`config.mk`:
```
export PLATFORM = sky130hd
export DESIGN_NAME = fx3_slfifo_resp
export DESIGN_NICKNAME = d
export VERILOG_FILES = /design/src/rtl/fx3_resp_pkg.sv /design/src/rtl/fx3_resp_sfifo.sv /design/src/rtl/fx3_slfifo_resp.sv
export SDC_FILE = /design/constraint.sdc
export NUM_CORES = 1
export LEC_CHECK = 0
export ABC_AREA = 1
export ABC_CLOCK_PERIOD_IN_PS = 6300
export CAP_MARGIN = 20
export CORE_MARGIN = 3
export CORE_UTILIZATION = 40
export CTS_CLUSTER_SIZE = 16
export DETAILED_ROUTE_END_ITERATION = 8
export GPL_ROUTABILITY_DRIVEN = 0
export GPL_TIMING_DRIVEN = 0
export PLACE_DENSITY = 0.53
export SYNTH_ARGS = -nofsm -noshare
export SYNTH_HDL_FRONTEND = slang
export SYNTH_HIERARCHICAL = 1
export SYNTH_SLANG_ARGS = --single-unit
```
`constraint.sdc`:
```
create_clock -name clk_i -period 6.3 [get_ports clk_i]
set_clock_uncertainty 0.2 [all_clocks]
set_input_delay 0.63 -clock clk_i [delete_from_list [all_inputs] [get_ports clk_i]]
set_output_delay 0.63 -clock clk_i [all_outputs]
set_load 0.005 [all_outputs]
```
`src/rtl/fx3_resp_pkg.sv`:
```
// Shared constants and types for the FX3 slave-FIFO responder model.
// Endpoint map, sink word layout and error-cause bit positions.
package fx3_resp_pkg;

    localparam logic [1:0] EP_SRC     = 2'd0;
    localparam logic [1:0] EP_SNK_MIN = 2'd1;

    localparam int GPIF_WIDTH = 32;

    // Sink word layout; the top packs {addr, last, data} in this order.
    typedef struct packed {
        logic [1:0]            addr;
        logic                  last;
        logic [GPIF_WIDTH-1:0] data;
    } snk_word_t;

    localparam int ERR_W             = 4;
    localparam int ERR_RD_EMPTY      = 3;
    localparam int ERR_WR_FULL       = 2;
    localparam int ERR_ADDR_MISMATCH = 1;
    localparam int ERR_RD_WR_BOTH    = 0;

endpackage

```
`src/rtl/fx3_resp_sfifo.sv`:
```
// Single-clock synchronous FIFO with occupancy count and first-word-fall-through read data.
// Writes on full and reads on empty are ignored.
module fx3_resp_sfifo #(
    parameter int W     = 32,
    parameter int Depth = 16,
    localparam int AW   = $clog2(Depth)
) (
    input  logic          clk,
    input  logic          rst,
    input  logic          wr_en,
    input  logic [W-1:0]  wr_dt,
    input  logic          rd_en,
    output logic [W-1:0]  rd_dt,
    output logic [AW:0]   count,
    output logic          full,
    output logic          empty
);

    localparam logic [AW:0] FULL_CNT = (AW+1)'(Depth);

    logic [W-1:0]  mem [Depth];
    logic [AW-1:0] wr_ptr;
    logic [AW-1:0] rd_ptr;
    logic          push;
    logic          pop;

    assign full  = (count == FULL_CNT);
    assign empty = (count == '0);
    assign push  = wr_en & ~full;
    assign pop   = rd_en & ~empty;
    assign rd_dt = mem[rd_ptr];

    // Storage is not reset; the count alone defines which entries are live.
    always_ff @(posedge clk) begin
        if (push) begin
            mem[wr_ptr] <= wr_dt;
        end
    end

    always_ff @(posedge clk or posedge rst) begin
        if (rst) begin
            wr_ptr <= '0;
            rd_ptr <= '0;
            count  <= '0;
        end else begin
            if (push) begin
                wr_ptr <= wr_ptr + 1'b1;
            end
            if (pop) begin
                rd_ptr <= rd_ptr + 1'b1;
            end
            case ({push, pop})
                2'b10:   count <= count + 1'b1;
                2'b01:   count <= count - 1'b1;
                default: count <= count;
            endcase
        end
    end

endmodule

```
`src/rtl/fx3_slfifo_resp.sv`:
```
// FX3 side of the GPIF II slave-FIFO interface: EP0 sourced from a local push port, EP1..3 sunk to a stream.
// Optional sticky protocol-error tracking is built when FX3_RESP_CHECK_EN is defined.
module fx3_slfifo_resp
    import fx3_resp_pkg::*;
#(
    parameter int GpifWidth = 32,
    parameter int SrcDepth  = 16,
    parameter int SnkDepth  = 16,
    parameter int RdLat     = 2,
    parameter int FlagLat   = 2,
    parameter int Wm        = 4
) (
    input  logic                 clk_i,
    input  logic                 rst_i,
    input  logic                 SLCSn_i,
    input  logic                 SLOEn_i,
    input  logic                 SLRDn_i,
    input  logic                 SLWRn_i,
    input  logic                 PKTENDn_i,
    input  logic [1:0]           SLADDR_i,
    input  logic [GpifWidth-1:0] DQ_i,
    output logic [GpifWidth-1:0] DQ_o,
    output logic                 FLAGA_o,
    output logic                 FLAGB_o,
    output logic                 FLAGC_o,
    output logic                 FLAGD_o,
    input  logic [GpifWidth-1:0] src_dt_i,
    input  logic                 src_wr_i,
    output logic                 src_full_o,
    output logic [GpifWidth-1:0] snk_dt_o,
    output logic [1:0]           snk_addr_o,
    output logic                 snk_last_o,
    output logic                 snk_vld_o,
    input  logic                 snk_rdy_i,
    output logic                 err_o
);

    localparam int SrcCW = $clog2(SrcDepth) + 1;
    localparam int SnkCW = $clog2(SnkDepth) + 1;
    localparam int SnkW  = GpifWidth + 3;

    localparam logic [SrcCW-1:0] SRC_WM       = SrcCW'(Wm);
    localparam logic [SnkCW-1:0] SNK_WM       = SnkCW'(Wm);
    localparam logic [SnkCW-1:0] SNK_FULL_CNT = SnkCW'(SnkDepth);
    // Flag order is {A, B, C, D}; reset value reflects both FIFOs empty.
    localparam logic [3:0] FLAG_RST = {1'b0, 1'b1, 1'b0, (SNK_FULL_CNT > SNK_WM)};

    logic                 cs;
    logic                 rd_stb;
    logic                 wr_stb;
    logic                 pe_stb;
    logic                 addr_src;
    logic                 addr_snk;
    logic                 rd_req;
    logic                 wr_req;
    logic                 zlp_req;
    logic                 snk_push;
    logic [GpifWidth-1:0] snk_data;
    logic [SnkW-1:0]      snk_wdt;
    logic [SnkW-1:0]      snk_rdt;

    logic [GpifWidth-1:0] src_rdt;
    logic [SrcCW-1:0]     src_cnt;
    logic [SnkCW-1:0]     snk_cnt;
    logic                 src_full;
    logic                 src_empty;
    logic                 snk_full;
    logic                 snk_empty;

    assign cs       = ~SLCSn_i;
    assign rd_stb   = cs & ~SLRDn_i;
    assign wr_stb   = cs & ~SLWRn_i;
    assign pe_stb   = cs & ~PKTENDn_i;
    assign addr_src = (SLADDR_i == EP_SRC);
    assign addr_snk = (SLADDR_i >= EP_SNK_MIN);

    // Simultaneous read and write strobes cancel each other entirely.
    assign rd_req   = rd_stb & ~wr_stb & addr_src;
    assign wr_req   = wr_stb & ~rd_stb & addr_snk;
    assign zlp_req  = pe_stb & ~wr_stb & ~rd_stb & addr_snk;
    assign snk_push = wr_req | zlp_req;
    assign snk_data = zlp_req ? '0 : DQ_i;
    assign snk_wdt  = {SLADDR_i, pe_stb, snk_data};

    fx3_resp_sfifo #(
        .W     (GpifWidth),
        .Depth (SrcDepth)
    ) u_src_fifo (
        .clk   (clk_i),
        .rst   (rst_i),
        .wr_en (src_wr_i),
        .wr_dt (src_dt_i),
        .rd_en (rd_req),
        .rd_dt (src_rdt),
        .count (src_cnt),
        .full  (src_full),
        .empty (src_empty)
    );

    fx3_resp_sfifo #(
        .W     (SnkW),
        .Depth (SnkDepth)
    ) u_snk_fifo (
        .clk   (clk_i),
        .rst   (rst_i),
        .wr_en (snk_push),
        .wr_dt (snk_wdt),
        .rd_en (snk_rdy_i),
        .rd_dt (snk_rdt),
        .count (snk_cnt),
        .full  (snk_full),
        .empty (snk_empty)
    );

    assign src_full_o = src_full;

    // Sink stream: a word moves on every cycle with snk_vld_o & snk_rdy_i high; snk_vld_o never depends on snk_rdy_i.
    assign snk_vld_o  = ~snk_empty;
    assign snk_dt_o   = snk_rdt[GpifWidth-1:0];
    assign snk_last_o = snk_rdt[GpifWidth];
    assign snk_addr_o = snk_rdt[GpifWidth+2 -: 2];

    // Read pipeline: stage 0 captures at the sampling edge, dq_hold loads RdLat edges later.
    logic [RdLat-1:0]     rp_vld;
    logic [GpifWidth-1:0] rp_dt [RdLat];
    logic [GpifWidth-1:0] dq_hold;

    always_ff @(posedge clk_i or posedge rst_i) begin
        if (rst_i) begin
            rp_vld  <= '0;
            dq_hold <= '0;
            for (int i = 0; i < RdLat; i++) begin
                rp_dt[i] <= '0;
            end
        end else begin
            rp_vld[0] <= rd_req;
            rp_dt[0]  <= src_empty ? '0 : src_rdt;
            for (int i = 1; i < RdLat; i++) begin
                rp_vld[i] <= rp_vld[i-1];
                rp_dt[i]  <= rp_dt[i-1];
            end
            if (rp_vld[RdLat-1]) begin
                dq_hold <= rp_dt[RdLat-1];
            end
        end
    end

    assign DQ_o = SLOEn_i ? '0 : dq_hold;

    logic [3:0] flag_raw;
    logic [3:0] flag_pipe [FlagLat];

    assign flag_raw = {~src_empty,
                       ~snk_full,
                       (src_cnt > SRC_WM),
                       ((SNK_FULL_CNT - snk_cnt) > SNK_WM)};

    always_ff @(posedge clk_i or posedge rst_i) begin
        if (rst_i) begin
            for (int i = 0; i < FlagLat; i++) begin
                flag_pipe[i] <= FLAG_RST;
            end
        end else begin
            flag_pipe[0] <= flag_raw;
            for (int i = 1; i < FlagLat; i++) begin
                flag_pipe[i] <= flag_pipe[i-1];
            end
        end
    end

    assign FLAGA_o = flag_pipe[FlagLat-1][3];
    assign FLAGB_o = flag_pipe[FlagLat-1][2];
    assign FLAGC_o = flag_pipe[FlagLat-1][1];
    assign FLAGD_o = flag_pipe[FlagLat-1][0];

`ifdef FX3_RESP_CHECK_EN
    logic [ERR_W-1:0] err_ev;
    logic [ERR_W-1:0] err_cause;

    always_comb begin
        err_ev                    = '0;
        err_ev[ERR_RD_EMPTY]      = rd_req & src_empty;
        err_ev[ERR_WR_FULL]       = snk_push & snk_full;
        err_ev[ERR_ADDR_MISMATCH] = (wr_stb & ~rd_stb & addr_src) | (rd_stb & ~wr_stb & ~addr_src);
        err_ev[ERR_RD_WR_BOTH]    = rd_stb & wr_stb;
    end

    always_ff @(posedge clk_i or posedge rst_i) begin
        if (rst_i) begin
            err_cause <= '0;
        end else begin
            err_cause <= err_cause | err_ev;
        end
    end

    assign err_o = |err_cause;
`else
    assign err_o = 1'b0;
`endif

endmodule
```
After elaboration in Yosys (flattened, before gate mapping)
Memories as Yosys holds them, arrays and structs flattened. Cells that the tools add are included.

Add/subtract/negate cells: 9. $lt $le $gt $ge: 3. Equality and inequality tests: 6. Muxes and demuxes: 9. Bitwise gates (word level): 25. Reductions and logical operators: 5.

Operator list (number): $mux 32 (3); $pmux 5 s2 (2); $add 4x1->4 const B (4); $and 1x1->1 (14); $add 5x1->5 const B (2); $eq 5x5->1 const B (2); $gt 5x3->1 const B (2); $logic_not 5->1 (2); $not 1->1 (10); $sub 5x1->5 const B (2); $sub 5x5->5 const A (1); $eq 2x1->1 const B (2); $eq 2x2->1 const B (2); $mux 1 (4); $reduce_bool 2->1 (2); $ge 2x1->1 const B (1); $logic_not 2->1 (1); $or 1x1->1 (1).

Register bits: 132. Memory bits (writable): 1072. Logic and storage cells: 71. Memories: 2.

Memory list: u_snk_fifo.mem (depth 16, width 35, read ports 1, clocked after Yosys merged registers in 0, wr ports 1, RTL line fx3_resp_sfifo.sv:21) `logic [W-1:0] mem [Depth];`; u_src_fifo.mem (depth 16, width 32, read ports 1, clocked after Yosys merged registers in 0, wr ports 1, RTL line fx3_resp_sfifo.sv:21).

Depth between registers and ports, before layout
Depth in word-level cells: 10. Mapped depth: 16. Mapped depth without buffers: 16.

Cells and area by module
Netlist, hierarchy kept.

Modules (own cells, without submodules): fx3_resp_sfifo at u_snk_fifo (times used 1, cells an instance 2303, area each 24218.2 um^2, seq. area each 17141.4 um^2); fx3_resp_sfifo at u_src_fifo (times used 1, cells an instance 2118, area each 22200.0 um^2, seq. area each 15700.1 um^2); fx3_slfifo_resp (times used 1, cells an instance 408, area each 3880.0 um^2, seq. area each 2657.5 um^2).

Least setup slack after synthesis
OpenSTA, ideal clock, no wires.

Path type: input to register. Start point: in PKTENDn_i. End point: mem u_snk_fifo/mem[3][0] (netlist name) (enable). Data arrival time: 3.699 ns. Slack: 1.930 ns. Stages: 5. Buffers on the path: 0. Path through: nor2_2 > nor2_1 > nor2_1 > nand2_2 > nor3_1.

Longest elaborated chain between the ends: 9.

Ends and longest elaborated chain: start, declared (RTL line fx3_slfifo_resp.sv:19) `input logic PKTENDn_i,`; $not 1->1 (RTL line fx3_slfifo_resp.sv:73) `assign pe_stb = cs & ~PKTENDn_i;`; $and 1x1->1 (RTL line fx3_slfifo_resp.sv:73); $and 1x1->1 (3 in series) (RTL line fx3_slfifo_resp.sv:80) `assign zlp_req = pe_stb & ~wr_stb & ~rd_stb & addr_snk;`; $or 1x1->1 (RTL line fx3_slfifo_resp.sv:81) `assign snk_push = wr_req | zlp_req;`; net snk_push (RTL line fx3_slfifo_resp.sv:57) `logic snk_push;`; $and 1x1->1 (RTL line fx3_resp_sfifo.sv:29) `assign push = wr_en & ~full;`; $mux 1 (RTL line fx3_resp_sfifo.sv:35) `if (push) begin`; $mux 1 (implied by the code) (RTL line fx3_resp_sfifo.sv:36) `mem[wr_ptr] <= wr_dt;`; end, declared (RTL line fx3_resp_sfifo.sv:21).

The timed path passes the listed nets, and every way through them passes these cells.

Final worst setup path
Start point: reg u_snk_fifo.rd_ptr[1]. End point: out snk_dt_o[29].

Longest elaborated chain between the ends: 1.

Ends and longest elaborated chain: start, declared (RTL line fx3_resp_sfifo.sv:23) `logic [AW-1:0] rd_ptr;`; start signal, assigned (RTL line fx3_resp_sfifo.sv:50) `rd_ptr <= rd_ptr + 1'b1;`; $mem_v2 16x35; end, declared (RTL line fx3_slfifo_resp.sv:30) `output logic [GpifWidth-1:0] snk_dt_o,`.

Every way passes these cells.

==> flow_summary.json <==
{
  "max_slew_margin_pct": 30.4,
  "cts_setup_buffers": 0,
  "place_inst": 6662,
  "gr-usage-met2_pct": 37.6,
  "power_frac_comb_pct": 34.2,
  "path_max_fanout": 10,
  "grt_overflow": 0,
  "busiest_layer": "met2",
  "tns_ns": 0,
  "setup_viol": 0,
  "grt_pass1_vias": 31800,
  "required_ns": 5.47,
  "dp_hpwl_mm": 94.6,
  "status": "complete, no violations",
  "grt_pass1_wl_mm": 207,
  "coreArea_mm2": 0.124,
  "arrival_ns": 3.35,
  "layout-drive-gt1-share_pct": 8.93,
  "clock_path_buffers": 3,
  "portBuffers": 147,
  "use_met1_pct": 28.3,
  "fp.dieH_um": 361,
  "synth.distinct_cells": 28,
  "final_cells": 6927,
  "dieWidth_um": 361,
  "nets": 5272,
  "finalPower_w": 0.0263,
  "syn_nets": 4924,
  "finalHoldViolations": 0,
  "syn_inst": 4829,
  "placed_cell_area_mm2": 0.0549,
  "drt_wl_total_mm": 141,
  "wl_per_cell_um": 20.4,
  "fillCellCount": 11400,
  "placementRows": 129,
  "postCtsHoldBufs": 0,
  "avgSynthCellArea_um2": 10.4,
  "period_minus_slack_ns": 4.18,
  "critPathMaxStageDelay_ns": 0.63,
  "syn_to_final_growth_pct": 17.8,
  "end_kind": "output port",
  "power_frac_clock_pct": 28.3,
  "grt_start_max_net_pins": 87,
  "switching_share_pct": 36.9,
  "hp-class": "input pin to asynchronous set/reset pin",
  "ir_worst_vdd_mv": 0.281,
  "yosysSeqAreaShare_pct": 70.6,
  "cts_resized": 0,
  "tritoncts": "yes",
  "synth_warnings": 6,
  "leakagePower_nw": 24.7,
  "die-area_mm2": 0.130,
  "vias_per_cell": 4.81,
  "grtUsageTotal_pct": 21.6,
  "crit_chain": "buf_2 > inv_2 > clkbuf_1 > nand3_1 > nand3_1 > nand2_1 > nand2_1 > clkdlybuf4s50_1",
  "ys_ff_latch": 1204,
  "cts-root-buf": "clkbuf_16",
  "slew_viol_final": 0,
  "initial_core_util_pct": 40.5,
  "worst_pin_slew_ns": 1.04,
  "drc": 0,
  "crit_slowest_cell": "clkbuf_1",
  "antenna_found_initial": 8,
  "cts-buffers-inserted": 132,
  "ant_nets": 0,
  "clk_pin_slew_ns": 0.05,
  "path_class": "flop to output port",
  "p_sw_w": 0.00969,
  "intPower_w": 0.0166,
  "clock_sinks": 1204,
  "fmax_ghz": 0.239,
  "met3_usage_pct": 3.07,
  "first_pass_iters": 5,
  "drt-initial-drc-count": 2554,
  "fin_crit_sh_pct": 66.3,
  "cellPowerDensity_mw_per_mm2": 444,
  "htreeDepth": 4,
  "max_cap_violations": 0,
  "vias": 33300,
  "p_seq_share_pct": 37.5,
  "synth_area_mm2": 0.0503,
  "rsz0062_at_grt": "false",
  "clock_latency_ns": 0.75,
  "cp-start-kind": "flop",
  "design_area_mm2": 0.0592,
  "io_pins": 149
}
## per-layer routing
metal | vias up | share of wire (%) | wire length [um]
li1 | 16200 | - | -
met3 | 205 | 5.0 | 6990
met2 | 894 | 50 | 70300
met1 | 16100 | 43 | 60900
met4 | 4 | 2.1 | 3030
met5 | - | 0.017 | 24
## cells by family (layout without fill, tap and decap cells)
logic type               count (synthesis)  after routing  share of synthesized area (%)
adder cells (fa/ha/maj)                 20             20                          0.527
flip-flops                            1204           1204                           70.6
AO/OA/AOI/OAI                           41             41                          0.408
AND/OR/NAND/NOR                       2770           2770                           21.8
XOR/XNOR                                14             14                          0.244
other                                    1              3                        0.00746
buffers and inverters                  779           1238                           6.42
## cells in the final DEF (no fill, tap or decap), types with 8 or more instances in the layout
cell type and count:
buf_1 19, buf_12 24, buf_2 127, buf_4 46, buf_6 24, clkbuf_1 75, clkbuf_16 136, clkdlybuf4s50_1 147
clkinv_1 22, clkinv_2 32, dfrtp_1 128, edfxtp_1 1072, ha_1 18, inv_1 547, nand2_1 1795, nand3_1 413
nor2_1 514, nor2_4 31, o21ai_0 41, xor2_1 8
## cell type report
cell class / count / area (um^2) / share of cell area (%)
Clock inverter: 71 / 599 / 1.01
Timing Repair Buffer: 214 / 2450 / 4.14
Buffer: 222 / 1130 / 1.92
Clock buffer: 174 / 3610 / 6.09
Multi-Input combinational cell: 2846 / 11800 / 19.9
Sequential cell: 1204 / 35500 / 59.9
Inverter: 557 / 2100 / 3.54
Tap cell: 1637 / 2050 / 3.46
Antenna cell: 2 / 5.00 / 0.00845
## flip-flops by register name, summed over array words and instances, names as in the netlist, 2 cells and up
register	cells
u_snk_fifo/mem	560
u_src_fifo/mem	512
rp_dt	64
dq_hold	32
u_snk_fifo/count	5
u_src_fifo/count	5
flag_pipe	4
u_snk_fifo/rd_ptr	4
u_snk_fifo/wr_ptr	4
u_src_fifo/rd_ptr	4
u_src_fifo/wr_ptr	4
rp_vld	2
## critical path: cells and delay by family, from the launching register on
family	cells	cell delay (ns)
flops	1	0.39
buf+inv	4	1.68
simple gates	4	0.55
## Yosys cell counts, drive strengths merged
cell type  count  area share (%)
edfxtp      1072              64
nand3        413             4.1
nand2       1797              13
o21ai         41            0.41
fa             2           0.080
nand3b         1           0.015
or2            2           0.025
dfstp          4            0.21
buf          179             1.9
ha            18            0.45
clkbuf        43            0.32
nand4          6           0.075
xor2           8            0.14
dfrtp        128             6.4
inv          556             4.2
clkinv         1          0.0075
xnor2          6            0.10
nor2         546             4.1
nor3           5           0.050
conb           1          0.0075
## final timing paths
| kind | cells after the start | to | slack [ns] | startpoint |
|---|---|---|---|---|
| worst min register to register | 0 | rp_dt[26] | 0.15 | rp_dt[58] |
| worst max register to register | 7 | u_src_fifo/mem[12][7] | 3.41 | u_src_fifo/count[1] |
| worst max-delay path | 8 | snk_dt_o[29] | 2.12 | u_snk_fifo/rd_ptr[1] |
| min in group clk_i | 0 | rp_dt[26] | 0.15 | rp_dt[58] |
| max in group asynchronous | 3 | rp_dt[43] | 5.07 | rst_i |
| worst min-delay path | 2 | flag_pipe[5] | 0.08 | rst_i |
## stage by stage
| stage | utilization (%) | hold slack, ns | setup WS (ns) |
|---|---|---|---|
| final | 47.7 | 0.0776 | 2.12 |
| after floorplan | - | 0.131 | 1.93 |
| after detailed placement | 44.2 | 0.135 | 1.94 |
| after CTS | 47.5 | 0.0451 | 2.10 |
| after global placement | 43.3 | 0.132 | -2.44 |
| after global routing | 47.7 | 0.0990 | 2.00 |
## power groups by stage
stage                     registers, W  logic [W]  clock network (W)
after global placement          0.0101    0.00874                  0
final                          0.00986    0.00898            0.00745
after detailed placement        0.0100    0.00901                  0
after CTS                      0.00986    0.00905            0.00762
after global routing           0.00993    0.00993            0.00795
after floorplan                0.00997    0.00513                  0
Power figures use the tool's default switching activity.
